[config.mk]
export PLATFORM = sky130hd
export DESIGN_NAME = iq_scheduler
export DESIGN_NICKNAME = d
export VERILOG_FILES = /design/src/rtl/iq_pkg.sv /design/src/rtl/iq_age_select.sv /design/src/rtl/iq_scheduler.sv
export SDC_FILE = /design/constraint.sdc
export NUM_CORES = 1
export LEC_CHECK = 0
export CORE_MARGIN = 2
export CORE_UTILIZATION = 45
export CTS_CLUSTER_SIZE = 25
export DETAILED_ROUTE_END_ITERATION = 10
export PLACE_DENSITY = 0.7
export RECOVER_POWER = 100
export SLEW_MARGIN = 40
export SYNTH_ARGS = -nofsm -noshare
export SYNTH_HDL_FRONTEND = slang
export SYNTH_SLANG_ARGS = --single-unit
[constraint.sdc]
create_clock -name clk -period 6.7 [get_ports clk]
set_input_delay 1.34 -clock clk [delete_from_list [all_inputs] [get_ports clk]]
set_output_delay 1.34 -clock clk [all_outputs]
set_load 0.005 [all_outputs]
[src/rtl/iq_pkg.sv]
// iq_pkg: shared sizes and types for the issue-queue scheduler.
package iq_pkg;
    localparam int DEPTH    = 8;
    localparam int IDX_W    = 3;
    localparam int REG_W    = 5;
    localparam int NUM_REGS = 32;
    typedef logic [IDX_W-1:0] iq_idx_t;
    typedef logic [REG_W-1:0] iq_reg_t;
endpackage

[src/rtl/iq_age_select.sv]
// iq_age_select: picks one ready slot; oldest-first age matrix when IQ_OLDEST_FIRST_EN
// is defined, otherwise fixed lowest-index priority.
module iq_age_select
    import iq_pkg::*;
(
    input  logic             clk,
    input  logic             rst,
    input  logic             flush,
    input  logic             alloc,
    input  iq_idx_t          alloc_idx,
    input  logic [DEPTH-1:0] valid,
    input  logic [DEPTH-1:0] ready,
    output logic [DEPTH-1:0] grant_oh,
    output iq_idx_t          grant_idx,
    output logic             grant_v
);
`ifdef IQ_OLDEST_FIRST_EN
    // older_q[j][i] set means slot j was allocated before slot i
    logic [DEPTH-1:0] older_q [DEPTH];
    logic [DEPTH-1:0] older_d [DEPTH];
    always_comb begin
        older_d = older_q;
        if (flush) begin
            older_d = '{default: '0};
        end else if (alloc) begin
            older_d[alloc_idx] = '0;
            for (int j = 0; j < DEPTH; j++) older_d[j][alloc_idx] = valid[j];
        end
    end
    always_comb begin
        logic blk;
        grant_oh = '0;
        for (int i = 0; i < DEPTH; i++) begin
            blk = 1'b0;
            for (int j = 0; j < DEPTH; j++) blk = blk | (ready[j] & older_q[j][i]);
            grant_oh[i] = ready[i] & ~blk;
        end
    end
    always_ff @(posedge clk or negedge rst) begin
        if (!rst) older_q <= '{default: '0};
        else      older_q <= older_d;
    end
`else
    logic unused_ok;
    assign unused_ok = ^{clk, rst, flush, alloc, alloc_idx, valid};
    assign grant_oh  = ready & (~ready + DEPTH'(1));
`endif
    always_comb begin
        grant_idx = '0;
        for (int i = DEPTH - 1; i >= 0; i--) if (grant_oh[i]) grant_idx = iq_idx_t'(i);
    end
    assign grant_v = |grant_oh;
endmodule

[src/rtl/iq_scheduler.sv]
// iq_scheduler: issue-queue control - scoreboard, slot allocation, wakeup and select.
// Define IQ_OLDEST_FIRST_EN for oldest-first select instead of lowest-index.
module iq_scheduler
    import iq_pkg::*;
(
    input  logic           clk,
    input  logic           rst,
    input  logic           flush,
    input  logic           disp_valid,
    output logic           disp_ready,
    input  iq_reg_t        disp_src1,
    input  iq_reg_t        disp_src2,
    input  iq_reg_t        disp_dest,
    input  logic           disp_src1_v,
    input  logic           disp_src2_v,
    input  logic           disp_dest_v,
    output iq_idx_t        alloc_idx,
    input  logic           wb_valid,
    input  iq_reg_t        wb_reg,
    input  logic           issue_stall,
    output logic           issue_valid,
    output iq_idx_t        issue_idx,
    output logic [IDX_W:0] count,
    output logic           full,
    output logic           empty
);
    logic [DEPTH-1:0]    valid_q, valid_d, pend1_q, pend1_d, pend2_q, pend2_d, ready, grant_oh;
    iq_reg_t             src1_q [DEPTH];
    iq_reg_t             src1_d [DEPTH];
    iq_reg_t             src2_q [DEPTH];
    iq_reg_t             src2_d [DEPTH];
    logic [NUM_REGS-1:0] sb_q, sb_d, sb_live;
    logic                issue_valid_q, issue_valid_d, accept, do_issue, grant_v;
    iq_idx_t             issue_idx_q, issue_idx_d, grant_idx;
    logic [IDX_W:0]      count_q, count_d;

    // scoreboard as seen by dispatch: a same-cycle writeback already counts as done
    assign sb_live     = sb_q & ~(NUM_REGS'(wb_valid) << wb_reg);
    assign full        = count_q == (IDX_W+1)'(DEPTH);
    assign empty       = count_q == '0;
    assign count       = count_q;
    assign issue_valid = issue_valid_q;
    assign issue_idx   = issue_idx_q;
    assign disp_ready  = !full && !(disp_dest_v && disp_dest != '0 && sb_live[disp_dest]);
    assign accept      = disp_valid && disp_ready;
    assign ready       = valid_q & ~pend1_q & ~pend2_q;
    assign do_issue    = !issue_stall && grant_v;

    always_comb begin
        alloc_idx = '0;
        for (int i = DEPTH - 1; i >= 0; i--) if (!valid_q[i]) alloc_idx = iq_idx_t'(i);
    end

    iq_age_select u_sel (
        .clk       (clk),
        .rst       (rst),
        .flush     (flush),
        .alloc     (accept && !flush),
        .alloc_idx (alloc_idx),
        .valid     (valid_q),
        .ready     (ready),
        .grant_oh  (grant_oh),
        .grant_idx (grant_idx),
        .grant_v   (grant_v)
    );

    always_comb begin
        valid_d = valid_q & ~(do_issue ? grant_oh : '0);
        pend1_d = pend1_q;
        pend2_d = pend2_q;
        src1_d  = src1_q;
        src2_d  = src2_q;
        sb_d    = sb_q;
        for (int i = 0; i < DEPTH; i++) begin
            if (wb_valid && src1_q[i] == wb_reg) pend1_d[i] = 1'b0;
            if (wb_valid && src2_q[i] == wb_reg) pend2_d[i] = 1'b0;
        end
        if (wb_valid) sb_d[wb_reg] = 1'b0;
        if (accept) begin
            valid_d[alloc_idx] = 1'b1;
            src1_d[alloc_idx]  = disp_src1;
            src2_d[alloc_idx]  = disp_src2;
            pend1_d[alloc_idx] = disp_src1_v && sb_live[disp_src1];
            pend2_d[alloc_idx] = disp_src2_v && sb_live[disp_src2];
            if (disp_dest_v) sb_d[disp_dest] = 1'b1;
        end
        sb_d[0]       = 1'b0;
        count_d       = count_q + (IDX_W+1)'(accept) - (IDX_W+1)'(do_issue);
        issue_valid_d = do_issue;
        issue_idx_d   = do_issue ? grant_idx : issue_idx_q;
        if (flush) begin
            valid_d       = '0;
            pend1_d       = '0;
            pend2_d       = '0;
            sb_d          = '0;
            count_d       = '0;
            issue_valid_d = 1'b0;
        end
    end

    always_ff @(posedge clk or negedge rst) begin
        if (!rst) begin
            valid_q       <= '0;
            pend1_q       <= '0;
            pend2_q       <= '0;
            src1_q        <= '{default: '0};
            src2_q        <= '{default: '0};
            sb_q          <= '0;
            count_q       <= '0;
            issue_valid_q <= 1'b0;
            issue_idx_q   <= '0;
        end else begin
            valid_q       <= valid_d;
            pend1_q       <= pend1_d;
            pend2_q       <= pend2_d;
            src1_q        <= src1_d;
            src2_q        <= src2_d;
            sb_q          <= sb_d;
            count_q       <= count_d;
            issue_valid_q <= issue_valid_d;
            issue_idx_q   <= issue_idx_d;
        end
    end
endmodule

# Word-level counts from Yosys, hierarchy flattened
# Cells that the tools add are included.
[totals]
register_bits = 144
inputBits = 29
out_inout_bits = 14
elab_cells = 165
[op_classes]
n_addsub = 3
magnitude_cmp = 10
eq_ne = 17
n_shift = 1
muxes = 63
n_bitwise = 15
reduce_logical = 33
[ops]
columns = ["cell", "count"]
rows = [
  ["2-to-1 mux 32 bit", 4],
  ["bitwise mux 40 bit", 2],
  ["== test 5 bit", 16],
  ["bitwise AND 32 bit", 2],
  ["inverter 32 bit", 2],
  ["2-to-1 mux 8 bit", 7],
  ["2-to-1 mux 3 bit", 16],
  ["bitwise AND 8 bit", 4],
  ["inverter 8 bit", 4],
  ["OR 32 bit", 1],
  ["<< shifter 1 x 5 -> 32 bit", 1],
  ["logical AND 1 bit", 27],
  ["less-than comparator 5 x 6 -> 1 bit, second input constant", 4],
  ["2-to-1 mux 1 bit", 23],
  ["bitwise mux 8 bit", 2],
  ["binary-select mux 1 bit (select 5 bit)", 3],
  ["demux 5 bit (select 3 bit)", 1],
  ["demux 1 bit (select 5 bit)", 2],
  ["greater-or-equal comparator 5 x 1 -> 1 bit, second input constant", 2],
  ["adder 8 x 1 -> 8 bit, second input constant", 1],
  ["OR 8 bit", 1],
  ["OR reduction 8 bit", 1],
  ["2-to-1 mux 5 bit", 1],
  ["nonzero test 5 bit", 1],
  ["other kinds (12)", 14],
]

# Longest topological paths before layout
[depth]
ltp_word = 15
ltp_mapped = 17
depth_no_buf = 14

# Modules after synthesis
# A second synthesis with hierarchy kept.
[hier_totals]
cells_unflattened = 808
area_unflattened_um2 = 8831.0
[by_module_without_submodules]
columns = ["module", "instances", "cells_per_inst", "area_per_inst_um2", "seq_area_each_um2"]
rows = [
  ["iq_scheduler", 1, 787, 8688.3, 3578.4],
  ["iq_age_select", 1, 21, 142.6, 0.0],
]

# Least setup slack after synthesis
# Ideal clock, no wire load.
[synth_path]
kind = "input to register"
startpoint = "in disp_dest[0]"
endpoint = "reg count_q[1], in the netlist count[1]"
setup_ns = 0.126
arrival_time_ns = 4.412
required_time_ns = 6.574
setup_slack_ns = 2.162
path_stages = 14
path_buffers = 4
path_cell_list = "buf_2 -> buf_1 -> nand3_1 -> o211ai_1 -> nor4_1 -> nor4_1 -> a21o_1 -> clkbuf_1 -> clkbuf_1 -> ha_1 -> inv_1 -> ha_1 -> fa_1 -> nor2b_1"
[synth_between]
elab_chain_cells = 9
elab_cells_between_ends = 11
cone_classes = "add/sub (2); mux (3); reduce/logical (6)"
[synth_lines]
columns = ["element", "line_no", "text"]
rows = [
  ["from (decl)", "iq_scheduler.sv:13", "input iq_reg_t disp_dest,"],
  ["binary-select mux 1 bit (select 5 bit) / nonzero test 5 bit (equally long branches)", "iq_scheduler.sv:44", "assign disp_ready = !full && !(disp_dest_v && disp_dest != '0 && sb_live[disp_dest]);"],
  ["2-to-1 mux 1 bit (not written as such) / logical AND 1 bit (equally long branches)", "iq_scheduler.sv:44", ""],
  ["logical AND 1 bit *", "iq_scheduler.sv:44", ""],
  ["logical NOT 1 bit *", "iq_scheduler.sv:44", ""],
  ["logical AND 1 bit *", "iq_scheduler.sv:44", ""],
  ["logical AND 1 bit *", "iq_scheduler.sv:45", "assign accept = disp_valid && disp_ready;"],
  ["adder 4 x 1 -> 4 bit *", "iq_scheduler.sv:88", "count_d = count_q + (IDX_W+1)'(accept) - (IDX_W+1)'(do_issue);"],
  ["subtractor 4 x 1 -> 4 bit *", "iq_scheduler.sv:88", ""],
  ["2-to-1 mux 4 bit *", "iq_scheduler.sv:91", "if (flush) begin"],
  ["named net count_d[1]", "iq_scheduler.sv:35", "logic [IDX_W:0] count_q, count_d;"],
  ["to (signal assigned)", "iq_scheduler.sv:119", "count_q <= count_d;"],
  ["to (decl)", "iq_scheduler.sv:35", ""],
]
# Mark *: on every way through the listed nets, which the timed path passes. The rest lies on a longest branch. The select of a mux whose other input is x is not followed.
# A chain may end at the register's enable or synchronous reset.

# Worst setup path after layout
[layout_path]
startpoint = "in wb_reg[0]"
endpoint = "out disp_ready"
[layout_between]
elab_chain_cells = 8
[layout_lines]
columns = ["element", "line_no", "text"]
rows = [
  ["from (decl)", "iq_scheduler.sv:19", "input iq_reg_t wb_reg,"],
  ["<< shifter 1 x 5 -> 32 bit", "iq_scheduler.sv:38", "assign sb_live = sb_q & ~(NUM_REGS'(wb_valid) << wb_reg);"],
  ["inverter 32 bit", "iq_scheduler.sv:38", ""],
  ["bitwise AND 32 bit", "iq_scheduler.sv:38", ""],
  ["binary-select mux 1 bit (select 5 bit)", "iq_scheduler.sv:44", ""],
  ["2-to-1 mux 1 bit (not written as such)", "iq_scheduler.sv:44", ""],
  ["logical AND 1 bit", "iq_scheduler.sv:44", ""],
  ["logical NOT 1 bit", "iq_scheduler.sv:44", ""],
  ["logical AND 1 bit", "iq_scheduler.sv:44", ""],
  ["to (decl)", "iq_scheduler.sv:10", "output logic disp_ready,"],
]
# No other way between the ends. The select of a mux whose other input is x is not followed.

==> results by group <==
Routing
  – 1st-iter DRT viols: roughly 830
  – Vias: approximately 6500
  – WL/cell: 21.4 um
  – Drt drc: 0
  – DR pass1 iterations: 5
  – Routed Antenna Nets: 0
  – Vias per cell: about 6.2
  – Post-Route WL: roughly 23 mm

Place
  – Buffers on Ports: 42
  – Pre-CTS setup slack: approximately 700 ps
  – Placed Cells: 1021
  – DPL Wire Length: 15.1 mm
  – Post-DP Area: just under 0.009 mm^2
  – Gpl congestion: roughly 0.9

Setup path
  – R2r setup slk: between 3000 and 4000 ps
  – CP arrival: between 4000 and 5000 ps
  – Critical path fanouts, max: 16
  – Crit Path Category: input pin to output port
  – Startpoint type of the worst setup path: input pin
  – Critical Path RT: roughly 5400 ps
  – Crit end category: output port

Clock network
  – CTS tree: done
  – Clock sinks: 143
  – Clk_lat worst skew: between 400 and 500 ps
  – Root Driver: clkbuf_16
  – Hold_buf cts: 0
  – Deepest clock path buffer count: 2
  – Postcts setup bufs: 0
  – Clk slew on worst S/H paths: around 70 ps
  – H-tree Lvls: 4
  – Post_cts resized: 0
  – CTS buffer count: 17

Layout
  – Most frequent cells in the layout: 143 x dfrtp_1, 75 x mux2_2, 66 x xor2_1
  – Fin util: roughly 52%
  – Commonest non-fill, non-tap cell in the layout: dfrtp_1
  – Nets: approximately 850
  – Final std cell area, no fill: ~0.0094 mm^2
  – Fin cells: 1053
  – # diodes: 0
  – Layout area overhead: 13.0%
  – Share of cells above drive strength 1: between 10% and 20%

STA
  – Maximum clock frequency: about 160 MHz
  – RSZ-0062 raised after global routing: no
  – Final hold vios: 0
  – Fin crit share: about 90%
  – Relative slew slack: -186%
  – Min cycle time layout: 6200 ps
  – Max Slew Vio Count: between 90 and 100
  – Setup violations, final: 0
  – Fin Hold WS: 478 ps
  – Clk_skew: roughly 8.5 ps
  – Setup slack after layout: 498 ps
  – Worst-Margin Slew: around 4300 ps
  – TNS Setup: 0 ps

Global routing
  – Overflow after GRT: 0
  – Initial antenna violation count: 0
  – First-pass GRT wire length: roughly 37 mm
  – Largest net degree at the start of global routing: 96
  – Vias in the first global route: 6603
  – Gr usage total: 24.0%

Pwr
  – Peak VDD IR: ~0.16 mV
  – Design Power: 2.54 mW
  – PD cells: between 200 and 300 mW/mm^2
  – Leakage power: between 4 and 5 nW

Synthesis
  – Syn Std Cell Area: between 0.008 and 0.009 mm^2
  – Sequential-to-total area share from yosys stat: 42.9%
  – Synth Net Count: 830
  – Asr flop ratio synth: between 90% and 100%
  – EDFF count, synth: 0
  – Distinct cell type count after synthesis: 67
  – Seq cells post-synth: 143
  – Synth warn: 0
  – Syn avg cell area: between 10 and 15 um^2
  – Post-Syn Instances: approximately 800
  – Primary FF master, synth: dfrtp_1

Floorplanning
  – Std cell rows: just under 50
  – Number of placed I/O pins: 43
  – Die Width: about 140 um
  – Die Y: 140 um
  – Core ar.: around 0.018 mm^2
  – Die area: 0.0197 mm^2
  – Initial Utilization: 46.2%

Status
  – Violated checks: capacitance limit, slew limit
  – Status: finished with violations

Min path
  – Hold/Removal Path Class: flip-flop to flip-flop

Job
  – Max-Cap Viols: 1
## Yosys cell counts, types with 6 or more instances
| cell | count | area, um^2 |
|---|---|---|
| mux2_2 | 75 | 845 |
| nor2b_1 | 11 | 68.8 |
| buf_1 | 10 | 37.5 |
| mux2i_1 | 38 | 380 |
| nand2_1 | 34 | 128 |
| o32ai_1 | 11 | 96.3 |
| nand2b_1 | 10 | 62.6 |
| nand3b_1 | 19 | 143 |
| clkbuf_1 | 37 | 139 |
| ha_1 | 6 | 75.1 |
| xor2_1 | 66 | 578 |
| nand4_1 | 9 | 56.3 |
| a21oi_1 | 20 | 100 |
| nor3b_1 | 6 | 45.0 |
| nor2_1 | 23 | 86.3 |
| dfrtp_1 | 143 | 3580 |
| xnor2_1 | 20 | 175 |
| buf_2 | 14 | 70.1 |
| mux2_4 | 7 | 105 |
| nor4_1 | 20 | 125 |
| o211ai_1 | 8 | 60.1 |
| inv_1 | 15 | 56.3 |
| o21ai_0 | 42 | 210 |
| nand3_1 | 32 | 160 |
| o22ai_1 | 19 | 119 |
## routing by layer
metal | GRT usage (%) | vias to the layer above | share of wire [%]
li1 | - | 2956 | -
met2 | 35.9 | 293 | 44
met5 | 0 | - | 0
met1 | 35.2 | 3250 | 47
met3 | 4.41 | 43 | 6.5
met4 | 8.29 | 0 | 2.3
## path summary, 6_finish.rpt
| check | start | depth (start not counted) | to |
|---|---|---|---|
| max in group asynchronous | rst | 1 | src2_q[7] |
| max | wb_reg[0] | 8 | disp_ready |
| max reg2reg | sb_q[31] | 8 | src1_q[22] |
| min reg2reg | issue_idx[0] | 2 | issue_idx[0] |
| min | issue_idx[0] | 2 | issue_idx[0] |
| min in group asynchronous | rst | 1 | sb_q[13] |
## worst max-delay path, stage by stage
cell and delay (ps):
dlygate4sd3_1 1000, nand4bb_1 390, o21ai_0 230, nand4_1 140, nand4_1 110, nor4_1 870
a21oi_1 160, dlygate4sd3_1 610
## flip-flops by register name, summed over array words and instances (netlist names)
signal and flops:
count 4, issue_idx 3, issue_valid 1, pend1_q 8
pend2_q 8, sb_q 31, src1_q 40, src2_q 40
valid_q 8
## layout make-up
cell class                      count  area, um^2
Timing Repair Buffer               62         517
Clock inverter                     15         175
Multi-Input combinational cell    572        4390
Fill cell                        1618        8650
Clock buffer                       17         425
Sequential cell                   143        3580
Tap cell                          229         287
Inverter                           15        56.3
## cells by family after synthesis
kind of cell | synth area share [%]
simple gates | 13.9
buf+inv | 3.94
fa+ha+maj | 1.14
flops | 42.9
compound gates | 12.9
mux | 16.2
xor+xnor | 9.02
## power by group
| part | leakage [nW] | internal [mW] | switching (mW) |
|---|---|---|---|
| logic | 1.84 | 0.257 | 0.263 |
| registers | 1.91 | 0.980 | 0.0794 |
| clock network | 0.288 | 0.532 | 0.427 |
No activity file was read; power rests on OpenSTA's default activity.
